==> src/rtl/dot_product_pkg.sv <==
// Shared sizing and bit-manipulation helpers for the streaming dot-product datapath.
// Helpers work on fixed maximum widths; callers size-cast their arguments and results.
package dot_product_pkg;

   localparam int MAX_DW  = 32;
   localparam int MAX_BUS = 1024;
   localparam int MAX_OW  = 128;

   function automatic int calc_ow(input int dw, input int n_bit, input int beat_bit);
      return 2*dw + n_bit + beat_bit;
   endfunction

   // Lane i occupies bits [(i+1)*dw-1 : i*dw] of the packed operand bus
   function automatic logic [MAX_DW-1:0] lane_slice(input logic [MAX_BUS-1:0] bus,
                                                    input int lane, input int dw);
      logic [MAX_DW-1:0] mask;
      mask = ~({MAX_DW{1'b1}} << dw);
      return MAX_DW'(bus >> (lane*dw)) & mask;
   endfunction

   // Extends the low w bits of v, replicating bit w-1 when sgn is set
   function automatic logic [MAX_OW-1:0] extend(input logic [MAX_OW-1:0] v,
                                                input int w, input logic sgn);
      logic [MAX_OW-1:0] fill;
      fill = {MAX_OW{1'b1}} << w;
      if (sgn && (((v >> (w-1)) & MAX_OW'(1)) != '0))
         return v | fill;
      else
         return v & ~fill;
   endfunction

endpackage

==> src/rtl/dot_lane_mul.sv <==
// One lane: registered DW x DW multiply (signed or unsigned), product extended to OW.
module dot_lane_mul
   import dot_product_pkg::*;
#(
   parameter int DW = 8,
   parameter int OW = 23
) (
   input  logic          clk,
   input  logic          rst_n,
   input  logic          ld,
   input  logic          mode,
   input  logic          ext_mode,
   input  logic [DW-1:0] a,
   input  logic [DW-1:0] b,
   output logic [OW-1:0] prod_ext
);

   localparam int PW = 2*DW;

   logic [PW-1:0] a_ext;
   logic [PW-1:0] b_ext;
   logic [PW-1:0] prod_next;
   logic [PW-1:0] prod_reg;

   // Low 2*DW bits of the widened product are exact for both signed and unsigned operands
   assign a_ext     = PW'(extend(MAX_OW'(a), DW, mode));
   assign b_ext     = PW'(extend(MAX_OW'(b), DW, mode));
   assign prod_next = a_ext * b_ext;

   always_ff @(posedge clk) begin
      if (!rst_n) begin
         prod_reg <= '0;
      end else if (ld) begin
         prod_reg <= prod_next;
      end
   end

   assign prod_ext = OW'(extend(MAX_OW'(prod_reg), PW, ext_mode));

endmodule

==> src/rtl/dot_product_stream.sv <==
// Streaming multi-beat dot product: lane multiply stage, adder tree + accumulator,
// and a result register behind a valid/ready output.
module dot_product_stream
   import dot_product_pkg::*;
#(
   parameter int  N        = 8,
   parameter int  N_bit    = 3,
   parameter int  DW       = 8,
   parameter int  BEAT_BIT = 4,
   localparam int OW       = calc_ow(DW, N_bit, BEAT_BIT)
) (
   input  logic            clk,
   input  logic            rst_n,
   input  logic            in_valid,
   output logic            in_ready,
   input  logic            in_last,
   input  logic            signed_mode,
   input  logic [DW*N-1:0] inp1,
   input  logic [DW*N-1:0] inp2,
   output logic            out_valid,
   input  logic            out_ready,
   output logic [OW-1:0]   outp,
   output logic            out_err
);

   logic                en;
   logic                accept;
   logic                first_beat;
   logic                beat_mode;
   logic                cnt_full;
   logic                eff_last;
   logic                beat_err;

   logic [BEAT_BIT-1:0] cnt_reg;
   logic                mode_reg;

   logic                s1_valid_reg;
   logic                s1_last_reg;
   logic                s1_err_reg;
   logic                s1_mode_reg;

   logic [OW-1:0]       lane_ext [N];
   logic [OW-1:0]       sum;
   logic [OW-1:0]       acc_reg;
   logic [OW-1:0]       outp_reg;
   logic                out_valid_reg;
   logic                out_err_reg;

   // The whole pipeline advances together; a held result stalls everything upstream
   assign en         = !out_valid_reg || out_ready;
   assign in_ready   = en;
   assign accept     = in_valid && en;
   assign first_beat = (cnt_reg == '0);
   assign beat_mode  = first_beat ? signed_mode : mode_reg;
   assign cnt_full   = &cnt_reg;
   assign eff_last   = in_last || cnt_full;
   assign beat_err   = cnt_full && !in_last;

   genvar gi;
   generate
      for (gi = 0; gi < N; gi++) begin : g_lane
         logic [DW-1:0] a;
         logic [DW-1:0] b;

         assign a = DW'(lane_slice(MAX_BUS'(inp1), gi, DW));
         assign b = DW'(lane_slice(MAX_BUS'(inp2), gi, DW));

         dot_lane_mul #(
            .DW (DW),
            .OW (OW)
         ) u_mul (
            .clk      (clk),
            .rst_n    (rst_n),
            .ld       (accept),
            .mode     (beat_mode),
            .ext_mode (s1_mode_reg),
            .a        (a),
            .b        (b),
            .prod_ext (lane_ext[gi])
         );
      end
   endgenerate

   always_ff @(posedge clk) begin
      if (!rst_n) begin
         cnt_reg  <= '0;
         mode_reg <= 1'b0;
      end else if (accept) begin
         cnt_reg <= eff_last ? '0 : cnt_reg + 1'b1;
         if (first_beat) begin
            mode_reg <= signed_mode;
         end
      end
   end

   always_ff @(posedge clk) begin
      if (!rst_n) begin
         s1_valid_reg <= 1'b0;
         s1_last_reg  <= 1'b0;
         s1_err_reg   <= 1'b0;
         s1_mode_reg  <= 1'b0;
      end else if (en) begin
         s1_valid_reg <= in_valid;
         s1_last_reg  <= eff_last;
         s1_err_reg   <= beat_err;
         s1_mode_reg  <= beat_mode;
      end
   end

   always_comb begin
      sum = '0;
      for (int i = 0; i < N; i++) begin
         sum = sum + lane_ext[i];
      end
   end

   // With en high any held result is being retired, so out_valid simply follows completion
   always_ff @(posedge clk) begin
      if (!rst_n) begin
         acc_reg       <= '0;
         outp_reg      <= '0;
         out_err_reg   <= 1'b0;
         out_valid_reg <= 1'b0;
      end else if (en) begin
         out_valid_reg <= s1_valid_reg && s1_last_reg;
         if (s1_valid_reg) begin
            if (s1_last_reg) begin
               outp_reg    <= acc_reg + sum;
               out_err_reg <= s1_err_reg;
               acc_reg     <= '0;
            end else begin
               acc_reg <= acc_reg + sum;
            end
         end
      end
   end

   assign outp      = outp_reg;
   assign out_err   = out_err_reg;
   assign out_valid = out_valid_reg;

endmodule

==> config.mk <==
export PLATFORM = sky130hd
export DESIGN_NAME = dot_product_stream
export DESIGN_NICKNAME = d
export VERILOG_FILES = /design/src/rtl/dot_product_pkg.sv /design/src/rtl/dot_lane_mul.sv /design/src/rtl/dot_product_stream.sv
export SDC_FILE = /design/constraint.sdc
export NUM_CORES = 2
export LEC_CHECK = 0
export CORE_MARGIN = 2
export CORE_UTILIZATION = 30
export CTS_BUF_LIST = sky130_fd_sc_hd__clkbuf_8
export CTS_CLUSTER_DIAMETER = 60
export DETAILED_ROUTE_END_ITERATION = 12
export GPL_TIMING_DRIVEN = 1
export PLACE_DENSITY = 0.46
export SLEW_MARGIN = 20
export SYNTH_ARGS = -nofsm -noshare
export SYNTH_HDL_FRONTEND = slang
export SYNTH_SLANG_ARGS = --single-unit
==> constraint.sdc <==
create_clock -name clk -period 14.55 [get_ports clk]
set_input_delay 2.1825 -clock clk [delete_from_list [all_inputs] [get_ports clk]]
set_output_delay 2.1825 -clock clk [all_outputs]
set_load 0.01 [all_outputs]
==> results.toml <==
[sta]
relSlewSlack_pct = 26.9
fin_tns_setup_ns = 0
hold_viol = 0
postLayoutSetupSlackWorst_ns = 5.46
tightest_slew_ns = 1.10
fmax_mhz = 110
fin_crit_sh_pct = 62.5
finClkSkew_ns = 0.0263
setup-violations-final = 0
min_period_ns = 9.09
drv_slew = 0
rsz0062_at_grt = "false"

[synthesis]
synth_top_area_cell = "fa_1"
synth-edff-count = 0
synth_warnings = 0
avgSynthCellArea_um2 = 8.96
yosysSeqAreaShare_pct = 9.44
synth_common_cells = "878 x inv_1, 682 x fa_1, 456 x ha_1"
yosysMostFrequentCell = "inv_1"
yosysUniqueCellTypes = 73
ys_ff_latch = 185
async_reset_ff_share_pct = 0
synth.area.top_cells = "fa_1 35%, ha_1 15%, dfxtp_1 9.4%"
syn_nets = 5651
synth_top_area_share_pct = 34.8
netlist_instances = 4379
synthFlopType = "dfxtp_1"
syn_area_um2 = 39200

[layout]
largest_register_ffs = 128
fin_util_pct = 33.0
final_area_um2 = 42800
syn2layout_area_growth_pct = 9.17
regArea_um2 = 3700
nFillCells = 13623
drive_gt1_share_pct = 1.90
multi_input_area_um2 = 31500
fin_nets = 5670

[critical_path]
r2r_cells = 27
rr_startpoint = "cnt_reg[0]"
path_delay_family = "adder cells"
crit_fanout = 66
path_buf_inv = 7
worstSetupPathType = "in2reg"
cp_data_arrival_time_ns = 9.47
critPathMaxStageDelay_ns = 0.65
ff2ff_setup_slack_ns = 6.54
start_kind = "input pin"
r2r_end = "g_lane[1].u_mul.prod_reg[15]"
critPathCaptureType = "register"
cp_common_cell = "fa_1"
cp.required_ns = 14.93
slowest_stage = "buf_4"

[placement]
dpl_cell_area_um2 = 42400
dp_slack_ns = 4.92
port_buffers = 159
gp_congestion = 0.816
hpwl_mm = 87.6

[clock_tree]
htree_levels = 4
clock_latency_ns = 0.53
clk_pin_slew_worst_paths_ns = 0.11
root_buffer = "clkbuf_8"
ctsResizeCount = 0
cts_sinks = 185
cts_buffer_depth = 2
hold_buffers = 0
cts_inserted_buffers = 17
cts_tree = "built"
cts_setup_buffers = 0

[floorplanning]
ios = 160
fp.coreArea_um2 = 130000
dieWidth_um = 366
initial_utilization_pct = 30.3
fp.dieH_um = 366
row_count = 132
dieArea_um2 = 134000

[grt]
grt_max_degree = 98
first_global_vias = 29799
grt_pass1_wl_mm = 168
grt_antenna_before_repair = 5
grt_usage_pct = 16.1
globalRouteOverflowTotal = 0

[worst_hold_path]
hp-class = "reg2reg"
min-delay-start = "g_lane[3].u_mul.prod_reg[0]"
hold_end = "g_lane[3].u_mul.prod_reg[0]"
whs_path_depth = 2

[routing]
ant_nets = 0
first_iter_violations = 1282
dr.pass1.iters = 5
via_per_inst = 4.57
wl_per_cell_um = 17.0
wirelength_mm = 105
drc_errors = 0
vias = 28113

[power]
ir_drop_mv = 0.292
p_per_area_nw_per_um2 = 202
p_leak_nw = 20.5

[outcome]
status = "finished, final reports clean"

[flow_run]
cap_violations = 0
==> per-layer routing <==
| layer | wire length (µm) | GRT usage [%] |
|---|---|---|
| met3 | 2190 | 1.39 |
| met2 | 53000 | 29.1 |
| met1 | 47800 | 21.1 |
| met5 | 25 | 0 |
| met4 | 1560 | 2.90 |
==> area by class of cell <==
class / instances / share of cell area [%]
clock buffer: 20 / 0.643
antenna: 1 / 0.00584
timing repair buffer: 169 / 3.88
inverter: 878 / 7.71
tap: 1742 / 5.09
clock inverter: 12 / 0.354
multi-input combinational: 3147 / 73.7
sequential: 185 / 8.65
==> logic make-up (layout without fill, tap and decap cells) <==
family	Yosys count	after routing	synth area share, %
xor+xnor	283	283	6.74
simple gates	1247	1247	16.3
flops	185	185	9.44
fa+ha+maj	1140	1140	49.4
buf+inv	1047	1079	10.2
compound gates	468	468	7.65
other cells	0	1	0
mux	9	9	0.246
==> per-stage QoR <==
stage / instances / power (mW) / hold WS (ns)
6_report: 6154 / 8.66 / 0.464
5_1_grt: 6153 / 9.83 / 0.482
3_5_place_dp: 6121 / 8.35 / 0.446
4_1_cts: 6153 / 8.83 / 0.462
2_1_floorplan: 4379 / 6.44 / 0.432
3_3_place_gp: 6121 / 8.36 / 0.441
==> worst register-to-register path, cell delays in order (launching register included) <==
cell     delay, ns
dfxtp_1       0.36
inv_1         0.07
ha_1          0.13
nor3b_4       0.48
mux2_4        0.51
buf_4         0.52
buf_4         0.69
nand2_1       0.25
xnor2_1       0.15
and2_1        0.18
and2_1        0.16
ha_1          0.30
inv_1         0.12
fa_1          0.50
inv_1         0.05
fa_1          0.49
inv_1         0.05
fa_1          0.52
inv_1         0.05
fa_1          0.49
fa_1          0.41
ha_1          0.39
nand3_1       0.10
nor3_1        0.24
nor4_1        0.12
or3_1         0.37
nand3_1       0.09
a21oi_1       0.07
==> power breakdown <==
part / total [mW] / leakage, nW / switching, mW / internal [mW]
sequential: 0.772 / 1.52 / 0.136 / 0.636
combinational: 7.50 / 18.7 / 4.24 / 3.26
clock: 0.395 / 0.215 / 0.223 / 0.172
==> cell usage in the layout (no fill, tap or decap), types with 18 or more instances in the layout <==
cell type and count:
a211oi_1 24, a21o_1 38, a21oi_1 204, a31oi_1 18, and2_1 452, and3_1 70
clkbuf_8 20, clkdlybuf4s50_1 158, dfxtp_1 185, fa_1 682, ha_1 456, inv_1 877
nand2_1 373, nand3_1 95, nor2_1 131, nor3_1 40, o21ai_0 58, or3_1 20
xnor2_1 212, xor2_1 59
==> how the worst max path moves through the flow <==
stage,cells after the start,endpoint,slack (ns),start
floorplan,24,g_lane[0].u_mul.prod_reg[15],6.26,signed_mode
global placement,25,g_lane[1].u_mul.prod_reg[15],5.00,signed_mode
detailed placement,25,g_lane[3].u_mul.prod_reg[15],4.92,signed_mode
CTS,20,g_lane[6].u_mul.prod_reg[15],5.48,signed_mode
global route,24,g_lane[6].u_mul.prod_reg[15],5.00,signed_mode
finish,25,g_lane[1].u_mul.prod_reg[15],5.46,signed_mode
No activity file was read; power rests on OpenSTA's default activity.
